**config.mk**
```make
export PLATFORM = sky130hd
export DESIGN_NAME = mdl_sumcmp_mch_flat
export DESIGN_NICKNAME = d
export VERILOG_FILES = /design/src/rtl/sumcmp_pkg.sv /design/src/rtl/mdl_sumcmp_mch_if.sv /design/src/rtl/mdl_sumcmp_refbank.sv /design/src/rtl/mdl_sumcmp_mch.sv /design/src/flat_wrapper.sv
export SDC_FILE = /design/constraint.sdc
export NUM_CORES = 1
export LEC_CHECK = 0
export BUFFER_PORTS_ARGS = -buffer_cell sky130_fd_sc_hd__buf_2
export CORE_ASPECT_RATIO = 1.1
export CORE_MARGIN = 10
export CORE_UTILIZATION = 35
export DETAILED_ROUTE_END_ITERATION = 10
export HOLD_SLACK_MARGIN = 0.12
export PLACE_DENSITY = 0.61
export SYNTH_ARGS = -nofsm -noshare
export SYNTH_HDL_FRONTEND = slang
export SYNTH_HIERARCHICAL = 1
export SYNTH_SLANG_ARGS = --single-unit
```
**constraint.sdc**
```tcl
create_clock -name i_MCLK -period 5.85 [get_ports i_MCLK]
set_input_delay 0.585 -clock i_MCLK [delete_from_list [all_inputs] [get_ports i_MCLK]]
set_output_delay 0.585 -clock i_MCLK [all_outputs]
set_load 0.02 [all_outputs]
```
**src/rtl/sumcmp_pkg.sv**
```systemverilog
// sumcmp_pkg -- shared definitions for the serial checksum/compare block.
//   Build option: SUMCMP_ENDAROUND_EN adds the FOLD state (ones-complement
//   end-around carry fold-in pass).
//   Contents: state enum, default width/channel-count constants, serial
//   full-adder cell used by the accumulator.

package sumcmp_pkg;

    localparam int SUMCMP_SUM_W_DEF = 12;
    localparam int SUMCMP_NCH_DEF   = 4;

    typedef enum logic [1:0] {
        ST_IDLE    = 2'd0,
        ST_ACCUM   = 2'd1,
        ST_COMPARE = 2'd2
`ifdef SUMCMP_ENDAROUND_EN
        ,
        ST_FOLD    = 2'd3
`endif
    } sumcmp_state_e;

    // Full-adder cell: returns {carry_out, sum}.
    function automatic logic [1:0] sumcmp_fa(input logic a, input logic b, input logic ci);
        logic s;
        logic co;
        s  = a ^ b ^ ci;
        co = (a & b) | (a & ci) | (b & ci);
        return {co, s};
    endfunction

endpackage

```
**src/rtl/mdl_sumcmp_mch_if.sv**
```systemverilog
// mdl_sumcmp_mch_if -- control/data bundle of the serial checksum/compare block.
//   Build option: none (SUMCMP_ENDAROUND_EN only affects the top).
//   master modport: drives i_CEN_n, i_BDI, i_ACC_START/SHIFT/STOP, i_CH_SEL,
//                   i_REF_LD, i_CMP_START; observes o_BUSY, o_SUM, o_REF_LSB,
//                   o_CMP_DONE, o_SUMEQ_n.
//   slave modport:  the mirror image, used by mdl_sumcmp_mch.

interface mdl_sumcmp_mch_if
    import sumcmp_pkg::*;
#(
    parameter int SUM_W = SUMCMP_SUM_W_DEF,
    parameter int NCH   = SUMCMP_NCH_DEF,
    parameter int CH_W  = $clog2(NCH)
);
    logic             i_CEN_n;
    logic             i_BDI;
    logic             i_ACC_START;
    logic             i_ACC_SHIFT;
    logic             i_ACC_STOP;
    logic [CH_W-1:0]  i_CH_SEL;
    logic             i_REF_LD;
    logic             i_CMP_START;
    logic             o_BUSY;
    logic [SUM_W-1:0] o_SUM;
    logic             o_REF_LSB;
    logic             o_CMP_DONE;
    logic             o_SUMEQ_n;

    modport master (
        output i_CEN_n, i_BDI, i_ACC_START, i_ACC_SHIFT, i_ACC_STOP,
               i_CH_SEL, i_REF_LD, i_CMP_START,
        input  o_BUSY, o_SUM, o_REF_LSB, o_CMP_DONE, o_SUMEQ_n
    );

    modport slave (
        input  i_CEN_n, i_BDI, i_ACC_START, i_ACC_SHIFT, i_ACC_STOP,
               i_CH_SEL, i_REF_LD, i_CMP_START,
        output o_BUSY, o_SUM, o_REF_LSB, o_CMP_DONE, o_SUMEQ_n
    );

endinterface

```
**src/rtl/mdl_sumcmp_refbank.sv**
```systemverilog
// mdl_sumcmp_refbank -- NCH x SUM_W reference register file.
//   Build option: none.
//   Ports: i_MCLK/i_RST_n (sync active-low clear of every entry),
//          we/wr_ch/wr_data parallel write (caller qualifies we with enable),
//          rd_ch/rd_k -> rd_bit single-bit read for the serial compare,
//          lsb_ch -> lsb bit-0 tap.

module mdl_sumcmp_refbank
    import sumcmp_pkg::*;
#(
    parameter int SUM_W = SUMCMP_SUM_W_DEF,
    parameter int NCH   = SUMCMP_NCH_DEF,
    parameter int CH_W  = $clog2(NCH),
    parameter int BC_W  = $clog2(SUM_W)
) (
    input  logic             i_MCLK,
    input  logic             i_RST_n,
    input  logic             we,
    input  logic [CH_W-1:0]  wr_ch,
    input  logic [SUM_W-1:0] wr_data,
    input  logic [CH_W-1:0]  rd_ch,
    input  logic [BC_W-1:0]  rd_k,
    output logic             rd_bit,
    input  logic [CH_W-1:0]  lsb_ch,
    output logic             lsb
);

    logic [SUM_W-1:0] ref_q [NCH];

    always_ff @(posedge i_MCLK) begin
        if (!i_RST_n) begin
            for (int i = 0; i < NCH; i++) begin
                ref_q[i] <= '0;
            end
        end else if (we) begin
            ref_q[wr_ch] <= wr_data;
        end
    end

    assign rd_bit = ref_q[rd_ch][rd_k];
    assign lsb    = ref_q[lsb_ch][0];

endmodule

```
**src/rtl/mdl_sumcmp_mch.sv**
```systemverilog
// mdl_sumcmp_mch -- bit-serial page checksum accumulator with a multi-channel
// reference bank and serial compare engine.
//   Build option: SUMCMP_ENDAROUND_EN -> ones-complement sum; wrap carry is
//   kept and a final carry is folded in by one extra SUM_W-cycle pass.
//   Ports: i_MCLK clock, i_RST_n synchronous active-low reset (honoured
//   regardless of i_CEN_n), bus (slave modport) carrying enable, serial data,
//   accumulate/compare controls, channel select and status outputs.
//
//   state   | meaning
//   --------+----------------------------------------------------------
//   IDLE    | sum valid, ref load / compare start accepted
//   ACCUM   | shifting serial words into the sum
//   COMPARE | rotating sum against ref[ch], one bit per enabled cycle
//   FOLD    | (end-around build) adding the leftover carry into the sum

module mdl_sumcmp_mch
    import sumcmp_pkg::*;
#(
    parameter int SUM_W = SUMCMP_SUM_W_DEF,
    parameter int NCH   = SUMCMP_NCH_DEF,
    parameter int CH_W  = $clog2(NCH)
) (
    input  logic            i_MCLK,
    input  logic            i_RST_n,
    mdl_sumcmp_mch_if.slave bus
);

    localparam int BC_W = $clog2(SUM_W);
    localparam int CC_W = $clog2(SUM_W + 1);

`ifdef SUMCMP_ENDAROUND_EN
    localparam logic KEEP_WRAP_CARRY = 1'b1;
`else
    localparam logic KEEP_WRAP_CARRY = 1'b0;
`endif

    sumcmp_state_e    state_q;
    sumcmp_state_e    state_nxt;
    sumcmp_state_e    exit_stop;
    sumcmp_state_e    exit_wrap;

    logic [SUM_W-1:0] sum_q;
    logic             carry_q;
    logic [BC_W-1:0]  bitcnt_q;
    logic             stop_pend_q;
    logic [CH_W-1:0]  cmp_ch_q;
    logic [CC_W-1:0]  cmp_cnt_q;
    logic             mis_q;
    logic             cmp_done_q;
    logic             sumeq_n_q;

    logic             do_clear;
    logic             do_shift;
    logic             set_pend;
    logic             do_cmp_init;
    logic             do_cmp_step;
    logic             do_cmp_end;
    logic             ref_we;

    logic             word_end;
    logic             fa_in;
    logic             fa_s;
    logic             fa_c;
    logic             ref_bit;

    assign word_end   = (bitcnt_q == BC_W'(SUM_W - 1));
    // FOLD shifts zeros so only the held carry is added.
    assign fa_in      = (state_q == ST_ACCUM) ? bus.i_BDI : 1'b0;
    assign {fa_c, fa_s} = sumcmp_fa(fa_in, sum_q[0], carry_q);

`ifdef SUMCMP_ENDAROUND_EN
    assign exit_stop = carry_q ? ST_FOLD : ST_IDLE;
    assign exit_wrap = fa_c    ? ST_FOLD : ST_IDLE;
`else
    assign exit_stop = ST_IDLE;
    assign exit_wrap = ST_IDLE;
`endif

    mdl_sumcmp_refbank #(
        .SUM_W (SUM_W),
        .NCH   (NCH),
        .CH_W  (CH_W),
        .BC_W  (BC_W)
    ) u_refbank (
        .i_MCLK  (i_MCLK),
        .i_RST_n (i_RST_n),
        .we      (ref_we),
        .wr_ch   (bus.i_CH_SEL),
        .wr_data (sum_q),
        .rd_ch   (cmp_ch_q),
        .rd_k    (BC_W'(cmp_cnt_q)),
        .rd_bit  (ref_bit),
        .lsb_ch  (bus.i_CH_SEL),
        .lsb     (bus.o_REF_LSB)
    );

    always_ff @(posedge i_MCLK) begin
        if (!i_RST_n) begin
            state_q <= ST_IDLE;
        end else if (!bus.i_CEN_n) begin
            state_q <= state_nxt;
        end
    end

    always_comb begin
        state_nxt   = state_q;
        do_clear    = 1'b0;
        do_shift    = 1'b0;
        set_pend    = 1'b0;
        do_cmp_init = 1'b0;
        do_cmp_step = 1'b0;
        do_cmp_end  = 1'b0;
        ref_we      = 1'b0;
        if (!bus.i_CEN_n) begin
            // Load is independent of the state transition so a same-cycle
            // compare start reads the freshly written reference.
            ref_we = (state_q == ST_IDLE) && bus.i_REF_LD;
            if (bus.i_ACC_START) begin
                do_clear  = 1'b1;
                state_nxt = ST_ACCUM;
            end else begin
                case (state_q)
                    ST_IDLE: begin
                        if (bus.i_CMP_START) begin
                            do_cmp_init = 1'b1;
                            state_nxt   = ST_COMPARE;
                        end
                    end
                    ST_ACCUM: begin
                        if (bus.i_ACC_STOP) begin
                            if (bitcnt_q == '0) begin
                                state_nxt = exit_stop;
                            end else begin
                                set_pend = 1'b1;
                            end
                        end else if (bus.i_ACC_SHIFT) begin
                            do_shift = 1'b1;
                            if (word_end && stop_pend_q) begin
                                state_nxt = exit_wrap;
                            end
                        end
                    end
                    ST_COMPARE: begin
                        // One extra cycle after the last bit publishes the result.
                        if (cmp_cnt_q == CC_W'(SUM_W)) begin
                            do_cmp_end = 1'b1;
                            state_nxt  = ST_IDLE;
                        end else begin
                            do_cmp_step = 1'b1;
                        end
                    end
`ifdef SUMCMP_ENDAROUND_EN
                    ST_FOLD: begin
                        do_shift = 1'b1;
                        if (word_end) begin
                            state_nxt = ST_IDLE;
                        end
                    end
`endif
                    default: state_nxt = ST_IDLE;
                endcase
            end
        end
    end

    always_ff @(posedge i_MCLK) begin
        if (!i_RST_n) begin
            sum_q       <= '0;
            carry_q     <= 1'b0;
            bitcnt_q    <= '0;
            stop_pend_q <= 1'b0;
            cmp_ch_q    <= '0;
            cmp_cnt_q   <= '0;
            mis_q       <= 1'b0;
            cmp_done_q  <= 1'b0;
            sumeq_n_q   <= 1'b1;
        end else if (!bus.i_CEN_n) begin
            cmp_done_q <= 1'b0;
            if (do_clear) begin
                sum_q       <= '0;
                carry_q     <= 1'b0;
                bitcnt_q    <= '0;
                stop_pend_q <= 1'b0;
            end else begin
                if (set_pend) begin
                    stop_pend_q <= 1'b1;
                end
                if (do_shift) begin
                    sum_q <= {fa_s, sum_q[SUM_W-1:1]};
                    if (word_end) begin
                        bitcnt_q    <= '0;
                        carry_q     <= (KEEP_WRAP_CARRY && (state_q == ST_ACCUM)) ? fa_c : 1'b0;
                        stop_pend_q <= 1'b0;
                    end else begin
                        bitcnt_q <= bitcnt_q + 1'b1;
                        carry_q  <= fa_c;
                    end
                end
                if (do_cmp_init) begin
                    cmp_ch_q  <= bus.i_CH_SEL;
                    cmp_cnt_q <= '0;
                    mis_q     <= 1'b0;
                end
                if (do_cmp_step) begin
                    mis_q     <= mis_q | (sum_q[0] ^ ref_bit);
                    sum_q     <= {sum_q[0], sum_q[SUM_W-1:1]};
                    cmp_cnt_q <= cmp_cnt_q + 1'b1;
                end
                if (do_cmp_end) begin
                    cmp_done_q <= 1'b1;
                    sumeq_n_q  <= mis_q;
                end
            end
        end
    end

    assign bus.o_BUSY     = (state_q != ST_IDLE);
    assign bus.o_SUM      = sum_q;
    assign bus.o_CMP_DONE = cmp_done_q;
    assign bus.o_SUMEQ_n  = sumeq_n_q;

endmodule
```
**src/flat_wrapper.sv**
```systemverilog
// flat-port wrapper written by rule: the top's interface ports become plain ports
module mdl_sumcmp_mch_flat import sumcmp_pkg::*;
#(
    parameter int SUM_W = SUMCMP_SUM_W_DEF,
    parameter int NCH   = SUMCMP_NCH_DEF,
    parameter int CH_W  = $clog2(NCH)
)
  (i_MCLK, i_RST_n, bus_i_CEN_n, bus_i_BDI, bus_i_ACC_START, bus_i_ACC_SHIFT, bus_i_ACC_STOP, bus_i_CH_SEL, bus_i_REF_LD, bus_i_CMP_START, bus_o_BUSY, bus_o_SUM, bus_o_REF_LSB, bus_o_CMP_DONE, bus_o_SUMEQ_n);
  mdl_sumcmp_mch_if #(.SUM_W(SUM_W), .NCH(NCH), .CH_W(CH_W)) bus_i ();
  input  logic i_MCLK;
  input  logic i_RST_n;
  input wire logic [$bits(bus_i.i_CEN_n)-1:0] bus_i_CEN_n;
  input wire logic [$bits(bus_i.i_BDI)-1:0] bus_i_BDI;
  input wire logic [$bits(bus_i.i_ACC_START)-1:0] bus_i_ACC_START;
  input wire logic [$bits(bus_i.i_ACC_SHIFT)-1:0] bus_i_ACC_SHIFT;
  input wire logic [$bits(bus_i.i_ACC_STOP)-1:0] bus_i_ACC_STOP;
  input wire logic [$bits(bus_i.i_CH_SEL)-1:0] bus_i_CH_SEL;
  input wire logic [$bits(bus_i.i_REF_LD)-1:0] bus_i_REF_LD;
  input wire logic [$bits(bus_i.i_CMP_START)-1:0] bus_i_CMP_START;
  output wire logic [$bits(bus_i.o_BUSY)-1:0] bus_o_BUSY;
  output wire logic [$bits(bus_i.o_SUM)-1:0] bus_o_SUM;
  output wire logic [$bits(bus_i.o_REF_LSB)-1:0] bus_o_REF_LSB;
  output wire logic [$bits(bus_i.o_CMP_DONE)-1:0] bus_o_CMP_DONE;
  output wire logic [$bits(bus_i.o_SUMEQ_n)-1:0] bus_o_SUMEQ_n;
  assign bus_i.i_CEN_n = bus_i_CEN_n;
  assign bus_i.i_BDI = bus_i_BDI;
  assign bus_i.i_ACC_START = bus_i_ACC_START;
  assign bus_i.i_ACC_SHIFT = bus_i_ACC_SHIFT;
  assign bus_i.i_ACC_STOP = bus_i_ACC_STOP;
  assign bus_i.i_CH_SEL = bus_i_CH_SEL;
  assign bus_i.i_REF_LD = bus_i_REF_LD;
  assign bus_i.i_CMP_START = bus_i_CMP_START;
  assign bus_o_BUSY = bus_i.o_BUSY;
  assign bus_o_SUM = bus_i.o_SUM;
  assign bus_o_REF_LSB = bus_i.o_REF_LSB;
  assign bus_o_CMP_DONE = bus_i.o_CMP_DONE;
  assign bus_o_SUMEQ_n = bus_i.o_SUMEQ_n;
  mdl_sumcmp_mch #(.SUM_W(SUM_W), .NCH(NCH), .CH_W(CH_W)) u_core (.i_MCLK(i_MCLK), .i_RST_n(i_RST_n), .bus(bus_i));
endmodule
```
=== Word-level counts from Yosys, hierarchy flattened ===
Memories as Yosys holds them, arrays and structs flattened. A register that Yosys moved wholly into a read port is not among the register bits.
Index checks and enable logic that the tools add are counted.

* Bits of input ports: 11
* Memories: 1
* Flip-flop bits (word level): 29
* Memory bits (writable): 48

{| class="wikitable"
|+ Memory list
! memory !! depth !! width !! read ports !! clocked after Yosys merged registers in !! write ports !! RTL line !! RTL
|-
| u_core.u_refbank.ref_q || 4 || 12 || 2 || 1 || 4 || mdl_sumcmp_refbank.sv:28 || <nowiki>logic [SUM_W-1:0] ref_q [NCH];</nowiki>
|}

* Magnitude comparators: 1
* Reduce and logical (&&, ||, !) cells: 15
* Bitwise gates (word level): 11
* Equal/unequal tests: 9
* Muxes and demuxes: 64
* $add $sub $neg: 2

{| class="wikitable"
|+ Operator list
! operator !! count
|-
| $mux 12 || 4
|-
| $mux 1 || 43
|-
| $mux 2 || 10
|-
| $mux 4 || 5
|-
| $ne 4x4->1 const B || 3
|-
| $reduce_or 12->1 || 1
|-
| $reduce_and 3->1 || 3
|-
| $add 4x1->4 const B || 2
|-
| $eq 4x4->1 const B || 2
|-
| $pmux 2 s3 || 1
|-
| $reduce_and 6->1 || 1
|-
| $reduce_bool 2->1 || 3
|-
| $lt 4x5->1 const B || 1
|-
| $bmux 1 s4 || 1
|-
| $logic_not 4->1 || 1
|-
| $reduce_and 2->1 || 2
|-
| $and 1x1->1 || 3
|-
| $ne 3x2->1 const B || 1
|-
| $ne 3x3->1 const B || 1
|-
| $or 1x1->1 || 3
|-
| $reduce_bool 3->1 || 1
|-
| $xor 1x1->1 || 3
|-
| $eq 2x1->1 const B || 1
|-
| $eq 2x2->1 const B || 1
|-
| 3 further kinds || 5
|}

=== Depth between registers and ports, before layout ===
* Depth in word-level cells: 10
* Depth in mapped cells: 9
* Mapped depth without buffers: 7

=== By module ===
The synthesis kept the hierarchy.

{| class="wikitable"
|+ Modules (own cells, without submodules)
! module !! times used !! cells an instance !! sequential area each (µm²) !! area an instance (µm²)
|-
| mdl_sumcmp_refbank || 1 || 149 || 1,441.4 || 2,274.7
|-
| mdl_sumcmp_mch || 1 || 165 || 580.6 || 1,442.6
|}

=== Worst setup path before layout ===
No wires, ideal clock.

* Kind: input port to flip-flop
* Start point: input bus_i_CEN_n
* End point: memory u_core/u_refbank/ref_q[2][0] in the netlist's numbering, enable pin
* Buffers on the path: 1
* Arrival: 2.254 ns
* Cell stages on the path: 4
* Data required time: 5.452 ns
* Library setup time: 0.398 ns
* Slack: 3.198 ns
* Cell sequence: buf_6 > nor4b_1 > nand2_1 > o21ai_0

{| class="wikitable"
|+ RTL lines
! element !! RTL line !! RTL
|-
| from (decl) || flat_wrapper.sv:12 || <nowiki>input wire logic [$bits(bus_i.i_CEN_n)-1:0] bus_i_CEN_n;</nowiki>
|-
| to (decl) || mdl_sumcmp_refbank.sv:28 ||
|}

==> metrics.txt <==
outcome completed; Rel. slew slack 0.214; Area Overhead vs Synth 13.3%; global-route wire length before repair 12800 um; Post CTS Setup Buffer Count 0; PwrDens 284 nW/um2; #FFs+latches synth 77; worst-path fanout max 15; pre-CTS setup slack 2750 ps; worst reg2reg path depth 5; Total GRT Usage 0.108; vias post-DR around 2400; EDFF count, synth 48; worst reg2reg path startpoint u_core/state_q[1]; Pleak 0.00157 uW; clock-pin slew on the worst setup and hold paths 50 ps; Hold Path Class flop to flop; Die Width 118 um; Sink Count 77; max-slew violation count 0; H-tree Lvls 3; initial drt markers 140; clock buffer count from CTS 9; reg2reg setup slack 3160 ps; Mapped Cells 314; Peak VDD IR around 0.15 mV; Worst-Margin Slew 1180 ps; Hold EP u_core/bus.o_CMP_DONE; Initial Utilization 0.358; ANT nets after route 0; layout cells sized above 1 0.189; RR Endpoint u_core/u_refbank/ref_q[1][6]; setup repair after global routing missed its margin no; Post-route DRC 0; placed instance area 3930 um2; post-route cell area 4210 um2; ys flop type edfxtp_1; vias in the first global route 2427; Critical Path Source Type primary input; TritonRoute pass-1 iters 4; Final Setup Violations 0; hold path depth 2; Die Span Y 128 um; clk buf depth 2; CTS-repair resized insts 0; Worst setup EP type flop; Worst-Skew Late Latency 330 ps; clock skew 5.55 ps; ranking of synthesized cells by area edfxtp_1, dfxtp_1, mux4_2, and2_1, mux2i_1; Cell variety after synth 50; synth warn 6; CP arrival 2690 ps; # diodes 0; # fillers 958; Setup CP Type primary input to flop; max-cap violation count 0; Final Cycle Share 0.465; Net Count, Synth between 300 and 400; gpl congestion 0.759; origin of the worst min-delay path u_core/bus.o_CMP_DONE; CTS Hold Buffers Added 0; initial antenna violation count 0; largest net degree at the start of global routing 45; setup TNS 0 ps; CTS tree built; post-route setup slack 3130 ps; IO Port Bufs 26; Syn Area/Cell roughly 12 um2; non-filler instance count after layout 482; grt ovf 0; drt via density 4.88; row cnt 39; Hold Vio Cnt, Final 0; routed len/inst 16.2 um; WP data required 5820 ps; area of the core 10400 um2; clock root cell clkbuf_16; synthesized area 3720 um2; Synth top area share 0.388; DP Wirelength 5600 um; min Tclk post-route 2720 ps; Post-synth ARST share 0; # IOs 27; largest area contributor in the netlist edfxtp_1; # placed instances 466; register area share after synthesis 0.544; DRT Wirelength 7800 um; NumNets Final 350; Die ar. between 15000 and 20000 um2; Fmax about 370 MHz
Yosys cell counts (2+ instances only):
master     number
o21ai_0         2
nand3_1        25
nor2_2          2
inv_1          10
mux4_2         11
mux2i_1        19
a21oi_1         8
and2_1         36
and3_1         15
xor2_1          3
nor2b_1         3
dfxtp_1        29
nor3b_1         3
edfxtp_1       48
buf_2           2
nand4_1         2
nand2_1        30
ha_1            4
nor3_1          3
clkbuf_1       11
buf_6           4
xnor2_1         3
a31oi_1         2
a2bb2oi_1       2
nand2b_1        3
nor2_1         10
cell usage in the layout (no fill, tap or decap), types with 2 or more instances in the layout:
cell type  instances
nor2b_1            3
and2_1            36
a31oi_1            2
edfxtp_1          48
inv_1             10
nor2_2             2
and3_1            15
nor3_1             3
xor2_1             3
a2bb2oi_1          2
mux4_2            11
o21ai_0            2
nand2_1           30
xnor2_1            3
nor3b_1            3
clkbuf_16          9
nor2_1            10
buf_2             26
mux2i_1           19
nand4_1            2
ha_1               4
clkinv_2           2
buf_4              2
dfxtp_1           29
a21oi_1            8
nand3_1           25
clkbuf_1           2
nand2b_1           3
critical path, cell delays in order:
cell and delay [ps]:
buf_2 170, nor4b_2 300, buf_4 230, nand2_1 100, nor3b_1 770, nand2b_1 520
power by group:
group          switching [uW]  total (uW)  internal, uW
registers                12.8         605           592
clock network             197         524           327
logic                    40.3        67.4          27.0
registers in the layout, summed over array words and instances, names as in the netlist:
name                    flops
u_core/u_refbank/ref_q     48
u_core/bus.o_SUM           12
u_core/bitcnt_q             4
u_core/cmp_cnt_q            4
u_core/cmp_ch_q             2
u_core/state_q              2
u_core/bus.o_CMP_DONE       1
u_core/bus.o_SUMEQ_n        1
u_core/carry_q              1
u_core/mis_q                1
u_core/stop_pend_q          1
final cells by class:
cell class / count / area (um2) / share of cell area
sequential: 77 / 2020 / 0.480
multi-input combinational: 208 / 1550 / 0.367
clock buffer: 11 / 233 / 0.0552
tap: 143 / 179 / 0.0425
timing repair buffer: 28 / 145 / 0.0345
clock inverter: 5 / 51.3 / 0.0122
inverter: 10 / 37.5 / 0.00891
cells by family after synthesis:
kind of cell,share of synthesized area
multiplexers,0.121
AO/OA/AOI/OAI,0.0421
XOR/XNOR,0.0141
adder cells (fa/ha/maj),0.0188
buffers and inverters,0.0421
flip-flops,0.544
AND/OR/NAND/NOR,0.218
how the worst max path moves through the flow:
stage	from	slack [ps]	to
6_report	bus_i_CEN_n	3130	u_core/u_refbank/ref_q[1][6]
4_1_cts	bus_i_CEN_n	3100	u_core/u_refbank/ref_q[1][6]
3_5_place_dp	bus_i_CEN_n	2750	u_core/u_refbank/ref_q[1][8]
3_3_place_gp	bus_i_CEN_n	2880	u_core/u_refbank/ref_q[0][8]
5_1_grt	u_core/state_q[0]	2840	u_core/u_refbank/ref_q[0][5]
2_1_floorplan	bus_i_CEN_n	3200	u_core/u_refbank/ref_q[2][0]
layer usage:
layer | track usage | part of all wire | up-vias
li1 | - | - | 1174
met1 | 0.122 | 0.43 | 1126
met2 | 0.185 | 0.52 | 43
met3 | 0.0308 | 0.031 | 11
met4 | 0.0517 | 0.020 | 0
met5 | 0 | 0 | -
metrics by stage:
stage               hold slack, ps   util  total power (uW)
floorplan                      432      -               663
global placement               439  0.378               683
detailed placement             444  0.378               685
CTS                            452  0.405              1210
global route                   486  0.405              1250
finish                         453  0.405              1200
Power figures use the tool's default switching activity.
